**config.mk**
```make
export PLATFORM = sky130hd
export DESIGN_NAME = rotary_decoder
export DESIGN_NICKNAME = d
export VERILOG_FILES = /design/src/rtl/rotary_decoder.sv
export SDC_FILE = /design/constraint.sdc
export NUM_CORES = 1
export LEC_CHECK = 0
export CORE_MARGIN = 8
export CORE_UTILIZATION = 64
export CTS_CLUSTER_DIAMETER = 100
export CTS_CLUSTER_SIZE = 30
export DETAILED_ROUTE_END_ITERATION = 6
export PLACE_DENSITY = 0.94
export SETUP_SLACK_MARGIN = 0.15
export SLEW_MARGIN = 20
export SYNTH_ARGS = -nofsm -noshare
export SYNTH_HDL_FRONTEND = slang
export SYNTH_SLANG_ARGS = --single-unit
```
**constraint.sdc**
```tcl
create_clock -name clk -period 7.1 [get_ports clk]
set_clock_uncertainty 0.2 [all_clocks]
set_input_delay 2.13 -clock clk [delete_from_list [all_inputs] [get_ports clk]]
set_output_delay 2.13 -clock clk [all_outputs]
set_load 0.005 [all_outputs]
```
**src/rtl/rotary_decoder.sv**
```systemverilog
// Purpose: synchronise, debounce and quadrature-decode a rotary encoder into one-cycle detent pulses.
// Latency: pin change first captured at edge N -> rotate_out/position_out registered at edge N+DEBOUNCE_CYCLES+2.
// Backpressure: none; rotate_out is a fire-and-forget 1-cycle pulse, position_out is a free-running count.
//
// Ports:
//   clk          - system clock
//   rst          - synchronous active-high reset
//   enc_a_in     - raw encoder channel A (asynchronous, bouncy)
//   enc_b_in     - raw encoder channel B (asynchronous, bouncy)
//   rotate_out   - 2'b01 one CW detent, 2'b10 one CCW detent, 2'b00 idle (1-cycle pulse)
//   position_out - wrapping detent count, +1 per CW, -1 per CCW
module rotary_decoder #(
    parameter int DEBOUNCE_CYCLES  = 50000,
    parameter int STEPS_PER_DETENT = 4,
    parameter int POS_WIDTH        = 8
) (
    input  logic                 clk,
    input  logic                 rst,
    input  logic                 enc_a_in,
    input  logic                 enc_b_in,
    output logic [1:0]           rotate_out,
    output logic [POS_WIDTH-1:0] position_out
);

    localparam int DB_W = (DEBOUNCE_CYCLES > 1) ? $clog2(DEBOUNCE_CYCLES) : 1;
    localparam logic [DB_W-1:0] DB_LAST = DB_W'(DEBOUNCE_CYCLES - 1);

    // Wide enough to hold +/-STEPS_PER_DETENT as a signed value.
    localparam int STEP_W = $clog2(STEPS_PER_DETENT + 1) + 1;
    localparam logic signed [STEP_W-1:0] STEP_MAX = STEP_W'(STEPS_PER_DETENT);
    localparam logic signed [STEP_W-1:0] STEP_MIN = -STEP_MAX;

    // Channel vectors are ordered {A, B}: bit 1 = A, bit 0 = B.
    logic [1:0] raw_ab;
    logic [1:0] sync1_q;
    logic [1:0] sync2_q;
    logic [1:0] db_q, db_d;
    logic [1:0] prev_q;
    logic [DB_W-1:0] cnt_q [2];
    logic [DB_W-1:0] cnt_d [2];

    logic signed [STEP_W-1:0] step_q, step_d, step_nxt;
    logic [1:0]               rot_q, rot_d;
    logic [POS_WIDTH-1:0]     pos_q, pos_d;
    logic [1:0]               phase_diff;

    assign raw_ab = {enc_a_in, enc_b_in};

    // Position of a {A,B} state along the CW cycle 00->10->11->01.
    function automatic logic [1:0] cw_index(input logic [1:0] ab);
        logic [1:0] idx;
        case (ab)
            2'b00:   idx = 2'd0;
            2'b10:   idx = 2'd1;
            2'b11:   idx = 2'd2;
            default: idx = 2'd3;
        endcase
        return idx;
    endfunction

    // Debounce: a level is accepted only after DEBOUNCE_CYCLES consecutive
    // cycles of disagreement; any agreement restarts the count.
    always_comb begin
        db_d = db_q;
        for (int i = 0; i < 2; i++) begin
            cnt_d[i] = '0;
            if (sync2_q[i] != db_q[i]) begin
                if (cnt_q[i] == DB_LAST) begin
                    db_d[i] = sync2_q[i];
                end else begin
                    cnt_d[i] = cnt_q[i] + 1'b1;
                end
            end
        end
    end

    // Modulo-4 phase difference: 1 = CW step, 3 = CCW step, 2 = both bits
    // flipped (invalid, includes simultaneous A/B updates), 0 = no change.
    assign phase_diff = cw_index(db_q) - cw_index(prev_q);

    always_comb begin
        step_d   = step_q;
        rot_d    = 2'b00;
        pos_d    = pos_q;
        step_nxt = step_q;
        case (phase_diff)
            2'd1: begin
                step_nxt = step_q + STEP_W'(1);
                if (step_nxt == STEP_MAX) begin
                    rot_d  = 2'b01;
                    pos_d  = pos_q + 1'b1;
                    step_d = '0;
                end else begin
                    step_d = step_nxt;
                end
            end
            2'd3: begin
                step_nxt = step_q - STEP_W'(1);
                if (step_nxt == STEP_MIN) begin
                    rot_d  = 2'b10;
                    pos_d  = pos_q - 1'b1;
                    step_d = '0;
                end else begin
                    step_d = step_nxt;
                end
            end
            2'd2: begin
                step_d = '0;
            end
            default: begin
            end
        endcase
    end

    // Reset loads the live pin levels through the whole pipeline so that
    // releasing reset never looks like a transition.
    always_ff @(posedge clk) begin
        if (rst) begin
            sync1_q <= raw_ab;
            sync2_q <= raw_ab;
            db_q    <= raw_ab;
            prev_q  <= raw_ab;
            for (int i = 0; i < 2; i++) begin
                cnt_q[i] <= '0;
            end
            step_q  <= '0;
            rot_q   <= 2'b00;
            pos_q   <= '0;
        end else begin
            sync1_q <= raw_ab;
            sync2_q <= sync1_q;
            db_q    <= db_d;
            prev_q  <= db_q;
            for (int i = 0; i < 2; i++) begin
                cnt_q[i] <= cnt_d[i];
            end
            step_q  <= step_d;
            rot_q   <= rot_d;
            pos_q   <= pos_d;
        end
    end

    assign rotate_out   = rot_q;
    assign position_out = pos_q;

endmodule

```
After elaboration in Yosys (flattened, before gate mapping)
Memories as Yosys holds them, arrays and structs flattened. Cells that the tools add are included.

Add/sub/neg operators: 7. Equality and inequality tests: 15. Multiplexer cells: 27. Bitwise gates (word level): 2. Reductions and logical operators: 11.

Operators with widths (number): $mux W16 (6); $add A16 B1 Y16 const B (2); $eq A16 B16 Y1 const B (2); $mux W8 (2); $pmux W8 S2 (1); $eq A2 B2 Y1 const B (6); $pmux W2 S3 (2); $pmux W4 S3 (1); $reduce_bool A2 Y1 (5); $add A8 B1 Y8 const B (1); $mux W1 (8); $mux W2 (4); $mux W4 (2); $sub A8 B1 Y8 const B (1); $add A4 B2 Y4 const B (1); $eq A4 B3 Y1 const B (1); $eq A4 B4 Y1 const B (1); $logic_not A2 Y1 (2); $ne A2 B2 Y1 const B (2); $pmux W2 S2 (1); $reduce_and A2 Y1 (2); $sub A4 B2 Y4 const B (1); $reduce_and A3 Y1 (1); $reduce_bool A3 Y1 (1); other kinds (4) (6).

Bits in registers: 22. Bits in writable memories: 32. Input bits: 4. Output and inout bits: 10. Memories kept: 1.

Memory list: cnt_q (depth 2, width 16, rd ports 2, clocked after Yosys merged registers in 0, wr ports 2, line 39) `logic [DB_W-1:0] cnt_q [2];`.

Depth between registers and ports, before layout
Depth after elaboration: 6. Depth in mapped cells: 12. Mapped depth without buffers: 12.

Least setup slack after synthesis
OpenSTA, ideal clock, no wires.

Path kind: input-to-reg. Start point: input port rst. End point: register db_q[0] (data pin). Arrival: 3.044 ns. Data required time: 6.632 ns. Setup slack: 3.588 ns. Stages on the path: 4. Path buffers: 3. Cell sequence: clkbuf_1 > clkbuf_1 > clkbuf_1 > o21ai_0.

Cells in the longest elaborated chain, start to end: 1.

RTL lines: start, declared (line 18) `input logic rst,`; $mux W2 (line 118) `if (rst) begin`; end signal, assigned (line 121) `db_q <= raw_ab;`; end, declared (line 37) `logic [1:0] db_q, db_d;`.

No other way between the ends. A chain may end at the register's enable or synchronous reset.

==> results.md <==
* Status: finished, final reports clean
* Avg WL per Cell at around 14 um
* Setup WS pre-CTS at between 2000 and 2500 ps
* Yosys reg bits at between 50 and 60
* Mapped Cells at between 300 and 400
* Clk root buf: clkbuf_8
* CP delay by family, top: buffers and inverters
* Crit path largest cell delay at 1120 ps
* CP Launch Type: input port
* Slowest CP cell: clkdlybuf4s50_1
* Postcts setup bufs at 0
* Largest net degree at the start of global routing at 30
* Initial DRT Pass Iterations at 4
* Via-to-Cell Ratio at approximately 6
* Netlist cell types at 48
* YS warnings at 0
* NumNets Final at around 360
* Share of cells above drive strength 1 at around 4.4%
* Fin crit share at 61.7%
* Syn_nets at between 300 and 400
* Die outline height at slightly above 80 um
* Total gr overflow at 0
* Pleak at 1.14 nW
* Core ar. at 4290 um^2
* Setup Total Neg Slack at 0 ps
* Avg Synthesized Cell Area at about 8.4 um^2
* Die ar. at roughly 6800 um^2
* Post-Route WL at roughly 5700 um
* Starting Density at 65.8%
* GR Util All Layers at 18.0%
* H-tree depth at 2
* Maxcap violations at 0
* Final ANT Viol Nets at 0
* DP HPWL at approximately 4000 um
* Io pins at 14
* Worst Setup End Kind: register
* Pwr Density at 264 nW/um^2
* Fill count at 323
* RSZ-0062 raised after global routing: false
* Worst Path Buf+Inv at 2
* Port Buffers at 13
* First-pass GRT wire length at a little under 10000 um
* Post-layout min period at 4380 ps
* Initial DRC Count at between 150 and 200
* Slew margin rel. at between 30% and 40%
* Worst hold path type: reg -> reg
* CTS tree: yes
* Area Growth Syn to Fin at 8.15%
* Fmax at about 230 MHz
* Final setup viols at 0
* Clock Latency Late Sink at 310 ps
* Mapped cell area at roughly 2800 um^2
* Crit-path max FO at 29
* Worst path cell trace: clkdlybuf4s50_1, inv_1, nand2_1, o32ai_1, or3_1
* Min setup slack post-route at about 2700 ps
* Max clock buf depth at 2
* Cts hold-fix bufs at 0
* CTS buffer count at 5
* Commonest non-fill, non-tap cell in the layout: dfxtp_1
* GP Congestion at between 0.8 and 0.9
* CP Data Arrival Time at 4390 ps
* Initial antenna violation count at 0
* Clk sinks at 54
* Worst-path clk slew at 100 ps
* Final hold slack at 251 ps
* Sequential share of the synthesized area at 39.0%
* Routed via count at between 2000 and 2500
* Slew at the pin with the worst max-slew slack at between 900 and 1000 ps
* Worst path required time at 7100 ps
* Slew Viols, Final at 0
* Commonest cells after routing, fill and taps aside: dfxtp_1, nor2_1, nand2_1
* Vias in the first global route at roughly 2200
* Final Hold Fails at 0
* # diodes at 0
* FP Rows at 24
* WS Path Type: in -> reg
* # DRC at 0
* Post-cts resize count at 0
* Peak VDD IR at 0.168 mV
* Die span in x at ~82 um
## tightest hold or removal path, stage by stage (launching register included)
cell and delay [ps]:
dfxtp_1 310, inv_1 40, o21ai_0 60
## area by class of cell
class                   instances  area, um^2  share of cell area [%]
multi-input cells             253        1610                    52.6
clock buffers                   5        68.8                    2.25
well taps                      52        65.1                    2.13
flip-flops and latches         54        1100                    36.1
inverters                      15        56.3                    1.84
clock inverters                 3        25.0                   0.819
repair buffers                 13         130                    4.26
## cells in the mapped netlist, drive strengths merged
cell type / n / area [um^2]
dfxtp: 52 / 1040
nor2: 51 / 199
nand2: 31 / 116
nand3: 18 / 90.1
nor3: 18 / 90.1
xnor2: 18 / 158
xor2: 15 / 131
inv: 14 / 52.6
ha: 11 / 138
nand4: 11 / 68.8
a21oi: 10 / 53.8
clkbuf: 10 / 37.5
or3: 10 / 62.6
o21ai: 9 / 45.0
and3: 8 / 55.1
o32ai: 5 / 43.8
and4: 4 / 35.0
nor4b: 4 / 35.0
o221a: 4 / 45.0
buf: 3 / 21.3
and2: 2 / 12.5
edfxtp: 2 / 60.1
nor2b: 2 / 12.5
nor4: 2 / 12.5
o2111ai: 2 / 17.5
or4: 2 / 15.0
a21boi: 1 / 7.51
a21o: 1 / 7.51
a221oi: 1 / 8.76
a31o: 1 / 8.76
a32oi: 1 / 8.76
a41oi: 1 / 8.76
and4b: 1 / 10.0
clkinv: 1 / 3.75
mux2: 1 / 11.3
mux2i: 1 / 10.0
nand3b: 1 / 7.51
nand4b: 1 / 8.76
o21a: 1 / 7.51
o221ai: 1 / 8.76
o32a: 1 / 10.0
xnor3: 1 / 23.8
xor3: 1 / 23.8
## cell families (layout without fill, tap and decap cells)
logic type / after synthesis / in the layout / synth area share (%)
multiplexers: 2 / 2 / 0.753
buffers and inverters: 28 / 36 / 4.08
flip-flops: 54 / 54 / 39.0
AND/OR/NAND/NOR: 166 / 166 / 29.4
AO/OA/AOI/OAI: 39 / 39 / 9.97
XOR/XNOR: 35 / 35 / 11.9
adder cells (fa/ha/maj): 11 / 11 / 4.87
## state kept, by name, summed over array words and instances (netlist names)
signal and cells:
cnt_q 32, db_q 2, position_out 8, prev_q 2, rotate_out 2, step_q 4
sync1_q 2, sync2_q 2
## layer usage
layer / vias up / routed length (um) / global-route usage, %
met5: - / 0 / 0
met4: 0 / 75 / 6.49
met3: 8 / 213 / 3.79
met2: 63 / 2840 / 31.7
met1: 1134 / 2550 / 21.0
li1: 1189 / - / -
## worst paths after layout
check                           depth (start not counted)  startpoint         endpoint  slack, ps
worst min-delay path                                    2  sync1_q[1]       sync2_q[1]        250
worst max-delay path                                    5         rst  position_out[3]       2720
worst min register to register                          2  sync1_q[1]       sync2_q[1]        250
worst max register to register                         10     db_q[0]  position_out[6]       2920
## power breakdown
part / leakage (nW) / internal (mW) / switching [mW] / total, mW
registers: 0.444 / 0.336 / 0.0528 / 0.389
logic: 0.646 / 0.118 / 0.125 / 0.243
clock network: 0.0447 / 0.0714 / 0.104 / 0.175
total: 1.14 / 0.526 / 0.282 / 0.808
## metrics by stage
stage / util (%) / instances / cell area, um^2 / power [mW]
after global placement: 68.9 / 387 / 2960 / 0.625
after detailed placement: 68.9 / 387 / 2960 / 0.635
after CTS: 71.1 / 395 / 3050 / 0.809
final: 71.1 / 395 / 3050 / 0.808
after floorplan: - / 335 / 2820 / 0.557
after global routing: 71.1 / 395 / 3050 / 0.855
Note: power is estimated with default switching activity, not from simulation.
